## config.mk

```make
export PLATFORM = sky130hd
export DESIGN_NAME = bwt_last_column_out
export DESIGN_NICKNAME = d
export VERILOG_FILES = /design/src/rtl/bwt_last_column_out.sv
export SDC_FILE = /design/constraint.sdc
export NUM_CORES = 1
export LEC_CHECK = 0
export CAP_MARGIN = 25
export CORE_MARGIN = 2
export CORE_UTILIZATION = 40
export CTS_BUF_LIST = sky130_fd_sc_hd__clkbuf_4 sky130_fd_sc_hd__clkbuf_8
export DETAILED_ROUTE_END_ITERATION = 16
export PLACE_DENSITY_LB_ADDON = 0.05
export REMOVE_ABC_BUFFERS = 1
export SYNTH_ARGS = -nofsm -noshare
export SYNTH_HDL_FRONTEND = slang
export SYNTH_SLANG_ARGS = --single-unit
```

## constraint.sdc

```tcl
create_clock -name clk -period 4.3 [get_ports clk]
set_input_delay 0.86 -clock clk [delete_from_list [all_inputs] [get_ports clk]]
set_output_delay 0.86 -clock clk [all_outputs]
set_load 0.1 [all_outputs]
```

## src/rtl/bwt_last_column_out.sv

```systemverilog
// BWT output stage: streams the last column of the sorted rotation matrix
// and reports the primary index (sorted row holding rotation 0).
//
// Ports:
//   clk, rst         clock, async active-low reset
//   text_load        capture text_in (IDLE only)
//   text_in          original text, byte 0 first
//   sorted           completion flag from the sort stage (rising edge starts)
//   data_in          sorted matrix from the sort stage
//   out_data/valid/ready/last  last-column byte stream, valid/ready handshake
//   primary_idx      sorted row whose index byte is 0
//   done             1-cycle pulse after the last beat is accepted
//   busy             not idle
//   err              sticky: [0] index out of range, [1] duplicate index,
//                    [2] sorted rose while busy
module bwt_last_column_out #(
    parameter int  COLUMN     = 3,
    parameter int  STRING_LEN = 8,
    parameter int  IDX_COL    = 0,
    localparam int IDXW       = $clog2(STRING_LEN)
) (
    input  logic            clk,
    input  logic            rst,
    input  logic            text_load,
    input  logic [7:0]      text_in [0:STRING_LEN-1],
    input  logic            sorted,
    input  logic [7:0]      data_in [0:STRING_LEN-1][COLUMN-1:0],
    output logic [7:0]      out_data,
    output logic            out_valid,
    input  logic            out_ready,
    output logic            out_last,
    output logic [IDXW-1:0] primary_idx,
    output logic            done,
    output logic            busy,
    output logic [2:0]      err
);

    typedef enum logic [1:0] {
        ST_IDLE,
        ST_ARM,
        ST_STREAM,
        ST_DONE
    } state_t;

    localparam logic [IDXW-1:0] LAST_ROW = IDXW'(STRING_LEN - 1);
    localparam logic [8:0]      LEN9     = 9'(STRING_LEN);

    state_t state;
    state_t state_nxt;

    logic [7:0]            text    [0:STRING_LEN-1];
    logic [7:0]            idx_mat [0:STRING_LEN-1];
    logic [STRING_LEN-1:0] seen;
    logic [IDXW-1:0]       row;
    logic                  sorted_q;

    logic            sort_rise;
    logic            accept;
    logic            last_row;
    logic [7:0]      cur_byte;
    logic [IDXW-1:0] cur_idx;
    logic [IDXW-1:0] src;
    logic            bad;
    logic [2:0]      err_nxt;
    logic            unused_cols;

    assign sort_rise = sorted & ~sorted_q;
    assign last_row  = (row == LAST_ROW);
    assign accept    = (state == ST_STREAM) & out_ready;

    // The byte before rotation idx in the text is its last-column byte.
    always_comb begin
        cur_byte = idx_mat[row];
        cur_idx  = cur_byte[IDXW-1:0];
        bad      = ({1'b0, cur_byte} >= LEN9);
        src      = (cur_idx == '0) ? LAST_ROW : cur_idx - IDXW'(1);
        out_data = 8'h00;
        if (state == ST_STREAM && !bad) begin
            out_data = text[src];
        end
    end

    // Only the index column of the matrix is needed here.
    always_comb begin
        unused_cols = 1'b0;
        for (int r = 0; r < STRING_LEN; r++) begin
            for (int c = 0; c < COLUMN; c++) begin
                if (c != IDX_COL) begin
                    unused_cols = unused_cols ^ (^data_in[r][c]);
                end
            end
        end
    end

    always_ff @(posedge clk or negedge rst) begin
        if (!rst) begin
            state <= ST_IDLE;
        end else begin
            state <= state_nxt;
        end
    end

    always_comb begin
        state_nxt = state;
        out_valid = 1'b0;
        out_last  = 1'b0;
        done      = 1'b0;
        busy      = 1'b1;
        unique case (state)
            ST_IDLE: begin
                busy = 1'b0;
                if (sort_rise) begin
                    state_nxt = ST_ARM;
                end
            end
            ST_ARM: begin
                state_nxt = ST_STREAM;
            end
            ST_STREAM: begin
                out_valid = 1'b1;
                out_last  = last_row;
                if (out_ready && last_row) begin
                    state_nxt = ST_DONE;
                end
            end
            ST_DONE: begin
                done      = 1'b1;
                state_nxt = ST_IDLE;
            end
            default: begin
                state_nxt = ST_IDLE;
            end
        endcase
    end

    // Errors clear on the ARM capture; a late sorted edge still flags.
    always_comb begin
        err_nxt = (state == ST_ARM) ? 3'b000 : err;
        if (accept && bad) begin
            err_nxt[0] = 1'b1;
        end
        if (accept && seen[cur_idx]) begin
            err_nxt[1] = 1'b1;
        end
        if (sort_rise && state != ST_IDLE) begin
            err_nxt[2] = 1'b1;
        end
    end

    always_ff @(posedge clk or negedge rst) begin
        if (!rst) begin
            sorted_q    <= 1'b0;
            row         <= '0;
            primary_idx <= '0;
            err         <= 3'b000;
            seen        <= '0;
            for (int i = 0; i < STRING_LEN; i++) begin
                text[i]    <= 8'h00;
                idx_mat[i] <= 8'h00;
            end
        end else begin
            sorted_q <= sorted;
            err      <= err_nxt;
            if (state == ST_IDLE && text_load) begin
                for (int i = 0; i < STRING_LEN; i++) begin
                    text[i] <= text_in[i];
                end
            end
            if (state == ST_ARM) begin
                for (int i = 0; i < STRING_LEN; i++) begin
                    idx_mat[i] <= data_in[i][IDX_COL];
                end
                row         <= '0;
                seen        <= '0;
                primary_idx <= '0;
            end
            if (accept) begin
                seen[cur_idx] <= 1'b1;
                if (cur_byte == 8'h00) begin
                    primary_idx <= row;
                end
                if (!last_row) begin
                    row <= row + IDXW'(1);
                end
            end
        end
    end

endmodule

```

# Word-level counts from Yosys, hierarchy flattened
# Cells that the tools add are included.
[word_totals]
regBits = 148
latch_bits = 0
ram_bits = 0
rom_bits = 0
input_bits = 261
word_cells = 90
mem_count = 0
[classes]
add_sub_neg = 2
n_mul = 0
div_mod_pow = 0
n_lt_le_gt_ge = 5
eq_ne = 6
n_shift = 0
n_mux = 31
n_bitwise = 6
n_reduce_logical = 16
[ops]
columns = ["op", "count"]
rows = [
  ["two-way mux 8 bit", 7],
  ["binary-select mux 8 bit (select 3 bit)", 2],
  ["two-way mux 3 bit", 8],
  ["two-way mux 1 bit", 9],
  ["greater-or-equal comparator 4 bit (second input constant)", 2],
  ["greater-or-equal comparator 8 x 4 -> 1 bit (second input constant)", 1],
  ["zero test 8 bit", 1],
  ["inverter 3 -> 4 bit", 2],
  ["OR 8 bit", 1],
  ["one-hot mux 2 bit (4 select lines)", 1],
  ["nonzero test 2 bit", 4],
  ["logical AND 1 bit", 7],
  ["== test 2 bit (second input constant)", 2],
  ["less-than comparator 3 x 4 -> 1 bit (second input constant)", 1],
  ["two-way mux 2 bit", 2],
  ["adder 3 x 1 -> 3 bit (second input constant)", 1],
  ["binary-select mux 1 bit (select 3 bit)", 1],
  ["demux 1 bit (select 3 bit)", 1],
  ["== test 3 bit (second input constant)", 1],
  ["greater-or-equal comparator 3 x 1 -> 1 bit (second input constant)", 1],
  ["zero test 3 bit", 1],
  ["subtractor 3 x 1 -> 3 bit (second input constant)", 1],
  ["bitwise AND 1 bit", 2],
  ["== test 2 x 1 -> 1 bit (second input constant)", 1],
  ["other kinds (6)", 6],
]

# Depth between registers and ports, before layout
# Gate-level depths: netlist of the first run.
[depth]
ltp_word = 11
mapped_depth = 10
ltp_nobuf = 7

# Least setup slack after synthesis of the first run
# No wires, ideal clock.
[synth_path]
path_kind = "flip-flop to output port"
from = "reg row[0]"
to = "out out_data[0]"
t_arrival_ns = 4.343
required_ns = 3.440
slack_ns = -0.903
stages_incl_launch_ff = 11
n_path_buf = 4
cell_sequence = "dfrtp_1 buf_2 mux4_2 mux2i_1 buf_2 ha_1 clkbuf_1 clkbuf_1 mux2i_1 mux2_1 o22ai_1"
[synth_via]
elab_chain_len = 11
word_cells_on_any_way = 15
[synth_rtl]
columns = ["item", "line_no", "text"]
rows = [
  ["start: declaration", "54", "logic [IDXW-1:0] row;"],
  ["start signal: assignment", "183", "row <= row + IDXW'(1);"],
  ["inverter 3 -> 4 bit (not written as such) (*)", "73", "cur_byte = idx_mat[row];"],
  ["binary-select mux 8 bit (select 3 bit) (*)", "73", ""],
  ["two-way mux 8 bit (not written as such) (*) (2 in series)", "73", ""],
  ["subtractor 3 x 1 -> 3 bit / zero test 3 bit (equally long branches)", "76", "src = (cur_idx == '0) ? LAST_ROW : cur_idx - IDXW'(1);"],
  ["two-way mux 3 bit", "76", ""],
  ["inverter 3 -> 4 bit (not written as such)", "79", "out_data = text[src];"],
  ["binary-select mux 8 bit (select 3 bit)", "79", ""],
  ["two-way mux 8 bit (not written as such) (2 in series)", "79", ""],
  ["two-way mux 8 bit (*)", "78", "if (state == ST_STREAM && !bad) begin"],
  ["end: declaration", "28", "output logic [7:0] out_data,"],
]
# Mark *: on every way between the ends. The rest lies on a longest branch, timed or not. The select of a mux whose other input is x is not followed.

# Worst setup path in the final report of the first run
[layout_path]
from = "reg row[0]"
to = "out out_data[6]"
# The elaborated chain is that of the path after synthesis.

==> run_results.csv, run 1 <==
group,metric,value,unit
sta,max-slew-margin-rel,31.3,%
die,io-pin-count,279,
sta,fmax,0.243,GHz
die,dieHeight,133,um
global_routing,grt_overflow,0,
placed_design,io_buffers,150,
synth,syn_inst,478,
clock_tree,clk_pin_slew,0.08,ns
clock_tree,clk_path_buf_depth,2,
placed_design,post-dp-hpwl,10700,um
die,fp.coreArea,16400,um2
layout,nFillCells,1348,
power,p_per_area,788,nW/um2
route,wire_per_inst,17.4,um
clock_tree,cts_tree,"built",
power,p_comb_share,49.5,%
layout,drive_gt1_share,32.0,%
power,p_int,4600,uW
global_routing,grt_usage,18.0,%
sta,min_period,4.11,ns
clock_tree,cts_root_buffer,"clkbuf_8",
setup_path,cp-end-kind,"primary output",
synth,synth_area,6670,um2
route,drc,0,
power,power.leakage,0.00375,uW
synth,synth_warnings,0,
synth,ys_ff_latch,148,
route,vias_per_cell,5.00,
sta,hold_viol,0,
die,floorplan.rows,47,
status,status,"finished, final reports clean",
clock_tree,htree_levels,4,
clock_tree,cts_buffers,17,
route,routed_wl,15100,um
die,start_util,40.6,%
setup_path,worst_path_max_delay_cell,"mux4_2",
power,switchingPower,2490,uW
sta,clock_skew,0.00765,ns
global_routing,grt_pass1_wl,24700,um
route,vias,4343,
power,sw_frac_of_total,35.1,%
layout,multi_input_area,2830,um2
synth,synth_cell_type_count,42,
sta,setup_tns,0,ns
layout,layout_commonest_cell,"dfrtp_1",
synth,avgSynthCellArea,13.9,um2
layout,fin_nets,902,
setup_path,worstPathCellList,"mux4_2 > mux2i_1 > ha_4 > buf_12 > mux2i_1 > mux2_1 > o22ai_1 > buf_12",
setup_path,slowest_delay,0.52,ns
clock_tree,numClockSinks,148,
layout,layout_common_cells,"dfrtp_1, clkdlybuf4s50_1, mux2_2, mux2i_1",
setup_path,crit_type,"reg2out",
setup_path,arrival,3.25,ns
layout,seqCellArea,3700,um2
placed_design,gp_congestion,0.767,
layout,areaGrowthSynthToFinish,35.1,%
power,seqPwrFrac,34.1,%
global_routing,antenna_found_initial,0,
setup_path,startpoint_type,"register",
power,fin_total_pwr,7090,uW
hold_path,hp-class,"in2async",
synth,yosysSeqAreaShare,55.6,%
global_routing,grt_pass1_vias,4711,
sta,worst_slew_pin_slew,1.03,ns
route,detail-route-antenna-nets,0,
layout,final_util,54.9,%
clock_tree,clk-insertion-delay-late,0.44,ns
sta,final_max_slew_viol_count,0,
setup_path,worst_ep_required_time,3.44,ns
die,fp.dieW,133,um
global_routing,grt_max_degree,113,
setup_path,path_max_fanout,21,
sta,setup_viol,0,
die,die-area,17700,um2
power,vdd_ir_drop_max,0.492,mV
power,p_clk_share,16.4,%
route,firstDrtPassIters,4,
job,cap_violations,0,
synth,synth_edf_count,0,
clock_tree,hold_buffers,0,
synth,dominantRegCellSynth,"dfrtp_1",
sta,finalCritPeriodShare,95.7,%
synth,async_reset_ff_share,100,%
route,drt_iter0_markers,164,
==> logic make-up after synthesis <==
| logic type | share of synthesized area [%] |
|---|---|
| flip-flops | 55.6 |
| multiplexers | 32.2 |
| buffers and inverters | 2.40 |
| AO/OA/AOI/OAI | 4.20 |
| AND/OR/NAND/NOR | 4.15 |
| adder cells (fa/ha/maj) | 1.50 |
==> cells in the mapped netlist, types with 2 or more instances <==
| library cell | count | area [um2] |
|---|---|---|
| inv_1 | 10 | 37.5 |
| nor2_1 | 10 | 37.5 |
| or3_1 | 2 | 12.5 |
| nand2b_1 | 3 | 18.8 |
| nor4_1 | 4 | 25.0 |
| a21oi_1 | 2 | 10.0 |
| mux2_1 | 9 | 101 |
| nor2b_1 | 3 | 18.8 |
| mux2i_1 | 40 | 400 |
| nor4b_1 | 2 | 17.5 |
| mux2_2 | 136 | 1530 |
| nor3_1 | 2 | 10.0 |
| or4_1 | 2 | 15.0 |
| mux4_2 | 5 | 113 |
| a22oi_1 | 2 | 15.0 |
| clkbuf_1 | 21 | 78.8 |
| ha_1 | 8 | 100 |
| o21ai_0 | 5 | 25.0 |
| o2111ai_1 | 2 | 17.5 |
| dfrtp_1 | 148 | 3700 |
| a221oi_1 | 2 | 17.5 |
| a31oi_1 | 2 | 12.5 |
| nand2_1 | 19 | 71.3 |
| buf_2 | 5 | 25.0 |
| and2_1 | 2 | 12.5 |
| o22ai_1 | 12 | 75.1 |
| o2bb2ai_1 | 5 | 43.8 |
==> registers in the layout, indices dropped and copies added (netlist names) <==
register and count:
row 3, idx_mat 64, err 3, sorted_q 1, state 2, primary_idx 3
seen 8, text 64
==> repair_timing <==
| action | in CTS | in global routing |
|---|---|---|
| endpoints found under the setup margin | 8 | 8 |
| gates resized for setup | 3 | 2 |
| cloned | 0 | 0 |
| setup buffers | 1 | 0 |
| pin swaps | 0 | 0 |
| hold endpoints to repair | 0 | 0 |
==> per-stage QoR <==
stage | cell area, um2 | cells | worst slack, ns | hold slack, ns
after global placement | 8510 | 832 | 0.380 | 0.470
after CTS | 8960 | 865 | 0.00307 | 0.496
after floorplan | 6540 | 450 | -1.38 | 0.455
after detailed placement | 8510 | 832 | 0.351 | 0.473
final | 9000 | 868 | 0.187 | 0.306
after global routing | 9000 | 866 | -0.000670 | 0.293
==> power groups by stage <==
stage | logic [uW] | clock network, uW | registers, uW
after floorplan | 2600 | 0 | 2440
final | 3510 | 1160 | 2420
after CTS | 3590 | 1210 | 2420
after detailed placement | 3520 | 0 | 2450
after global placement | 3460 | 0 | 2410
after global routing | 3840 | 1270 | 2510
==> layout make-up <==
cell class                 instances  area share, %
antenna                            2         0.0556
clock buffer                      18           2.75
clock inverter                    14           2.06
inverter                          10          0.417
multi-input combinational        292           31.5
sequential                       148           41.1
tap                              220           3.06
timing repair buffer             164           19.1
==> critical path, delay by kind of cell, from the launching register on <==
| kind | cells | cell delay [ns] |
|---|---|---|
| adder cells (fa/ha/maj) | 1 | 0.36 |
| multiplexers | 4 | 1.26 |
| flip-flops | 1 | 0.46 |
| AO/OA/AOI/OAI | 1 | 0.25 |
| buffers and inverters | 2 | 0.46 |
==> layer usage <==
layer  wire, um  global-route usage [%]  up-vias
met3       1050                    5.48       16
met5          0                       0        -
met4        195                    5.97        0
met2       6850                    27.7      128
li1           -                       -     2048
met1       6970                    24.4     2151
==> path summary, 6_finish.rpt <==
path / slack, ns / cells after the start / end / start
setup / recovery: 0.19 / 8 / out_data[6] / row[0]$_DFF_PN0_
hold / removal: 0.31 / 1 / text[6]$_DFFE_PN0P_ / rst
setup reg to reg: 1.83 / 6 / primary_idx[2]$_DFF_PN0_ / idx_mat[4]$_DFFE_PN0P_
hold reg to reg: 0.50 / 1 / seen[4]$_DFF_PN0_ / seen[4]$_DFF_PN0_
max in group asynchronous: 2.99 / 3 / idx_mat[5]$_DFFE_PN0P_ / rst
min in group clk: 0.50 / 1 / seen[4]$_DFF_PN0_ / seen[4]$_DFF_PN0_
Power figures use the tool's default switching activity.
==> run 2: changes to the inputs <==
- SKIP_LAST_GASP: unset -> 1
==> results of run 2 <==
The final DEF is identical to that of run 1; final timing and power are the same.
Main changes from that run: number of gates resized after CTS 3 -> 2; via count of the first global-routing pass 4711 -> 4699; met1 usage 24.4% -> 24.6%; met2 usage 27.7% -> 27.5%
==> run 3: changes to the inputs <==
- CAP_MARGIN: 25 -> 20
- clock period: 4.3 -> 5 ns (I/O delays scaled with it)
==> run_results.csv, run 3 (same netlist as run 1, synthesis figures left out) <==
group,metric,value,unit
status,status,"finished, final reports clean",
global_routing,grt_pass1_wl,25000,um
sta,hold_ws,0.503,ns
layout,layout_common_cells,"dfrtp_1, clkdlybuf4s50_1, mux2_2, mux2i_1, clkbuf_8",
route,drc,0,
setup_path,worst_ep_required_time,4.00,ns
layout,drive_gt1_share,31.1,%
clock_tree,cts_buffers,17,
sta,final_max_slew_viol_count,0,
placed_design,placed_area,8480,um2
sta,min_period,4.57,ns
setup_path,arrival,3.57,ns
sta,fmax,0.219,GHz
global_routing,antenna_found_initial,0,
power,vdd_ir_drop_max,0.368,mV
layout,fin_nets,900,
die,die-area,17700,um2
layout,fin_cells,864,
placed_design,io_buffers,150,
global_routing,grt_overflow,0,
clock_tree,clk_path_buf_depth,2,
route,firstDrtPassIters,7,
power,p_per_area,679,nW/um2
sta,hold_viol,0,
global_routing,grt_max_degree,73,
layout,top_regs,"idx_mat x64, text x64, seen x8",
die,fp.coreArea,16400,um2
job,cap_violations,0,
layout,areaGrowthSynthToFinish,34.5,%
clock_tree,cts_tree,"built",
placed_design,post-place-ws,0.506,ns
hold_path,hp-class,"reg2reg",
sta,max-slew-margin-rel,31.3,%
sta,setup_viol,0,
setup_path,path_max_fanout,13,
route,drt_iter0_markers,216,
placed_design,gp_congestion,0.748,
setup_path,startpoint_type,"register",
route,routed_wl,15400,um
sta,worst_slew_pin_slew,1.03,ns
placed_design,post-dp-hpwl,10600,um
sta,rsz0062_at_grt,"no",
layout,diodes,0,
die,floorplan.rows,47,
clock_tree,clk_pin_slew,0.08,ns
die,dieHeight,133,um
clock_tree,clk-insertion-delay-late,0.45,ns
clock_tree,htree_levels,4,
die,io-pin-count,279,
die,fp.dieW,133,um
route,detail-route-antenna-nets,0,
sta,finalCritPeriodShare,91.3,%
route,vias_per_cell,5.04,
clock_tree,cts_root_buffer,"clkbuf_8",
global_routing,grt_pass1_vias,4774,
setup_path,cp-end-kind,"primary output",
layout,layout_commonest_cell,"dfrtp_1",
sta,setup_slack,0.433,ns
route,vias,4352,
layout,stdcell_area,8970,um2
placed_design,placed_cells,830,
clock_tree,numClockSinks,148,
layout,nFillCells,1370,
power,power.leakage,0.00374,uW
sta,clock_skew,0.00950,ns
global_routing,grt_usage,18.4,%
route,wire_per_inst,17.8,um
setup_path,crit_type,"reg2out",
die,start_util,40.6,%
## run 3: routing by layer
metal	up-vias	GRT usage, %	wire (um)
li1	2045	-	-
met1	2155	24.6	7110
met2	139	28.4	6930
met3	13	6.77	1130
met4	0	5.14	183
met5	-	0	0
## run 3: power breakdown
part | internal (uW) | switching, uW | leakage, uW
Combinational | 1560 | 1390 | 0.00174
Clock | 614 | 440 | 0.000233
Sequential | 1790 | 301 | 0.00177
## run 3: final timing paths
path	start	endpoint	slack [ns]	cells after the start
max	row[0]$_DFF_PN0_	out_data[5]	0.43	8
max in group asynchronous	rst	row[0]$_DFF_PN0_	3.43	2
min reg2reg	seen[5]$_DFF_PN0_	seen[5]$_DFF_PN0_	0.50	1
min in group asynchronous	rst	text[58]$_DFFE_PN0P_	0.55	1
max reg2reg	idx_mat[4]$_DFFE_PN0P_	primary_idx[2]$_DFF_PN0_	2.44	6
min	seen[5]$_DFF_PN0_	seen[5]$_DFF_PN0_	0.50	1
## run 3: area by class of cell
cell class,count,area [um2],share of cell area [%]
clock buffers,24,312,3.47
clock inverters,8,146,1.63
inverters,10,37.5,0.419
multi-input cells,292,2820,31.4
flip-flops and latches,148,3700,41.3
well taps,220,275,3.07
repair buffers,162,1670,18.7
## run 3: worst max-delay path: stages (launching register included)
cell,delay [ns]
dfrtp_2,0.53
mux4_2,0.53
mux2i_1,0.35
buf_4,0.25
ha_1,0.17
mux2i_1,0.08
or3b_1,0.59
o22ai_1,0.39
buf_12,0.22
## run 3: repair_timing
item                                    4_1_cts  5_1_grt
gates cloned                                  0        0
hold buffers                                  0        0
endpoints found under the setup margin        1        8
resized for setup                             1        1
setup buffers                                 0        2
## run 3: metrics by stage
| stage | setup TNS (ns) | util [%] | power, uW |
|---|---|---|---|
| after floorplan | -6.49 | - | 4330 |
| after global placement | 0 | 51.7 | 4990 |
| after detailed placement | 0 | 51.7 | 5090 |
| after CTS | 0 | 54.6 | 6180 |
| after global routing | 0 | 54.7 | 6530 |
| final | 0 | 54.7 | 6090 |
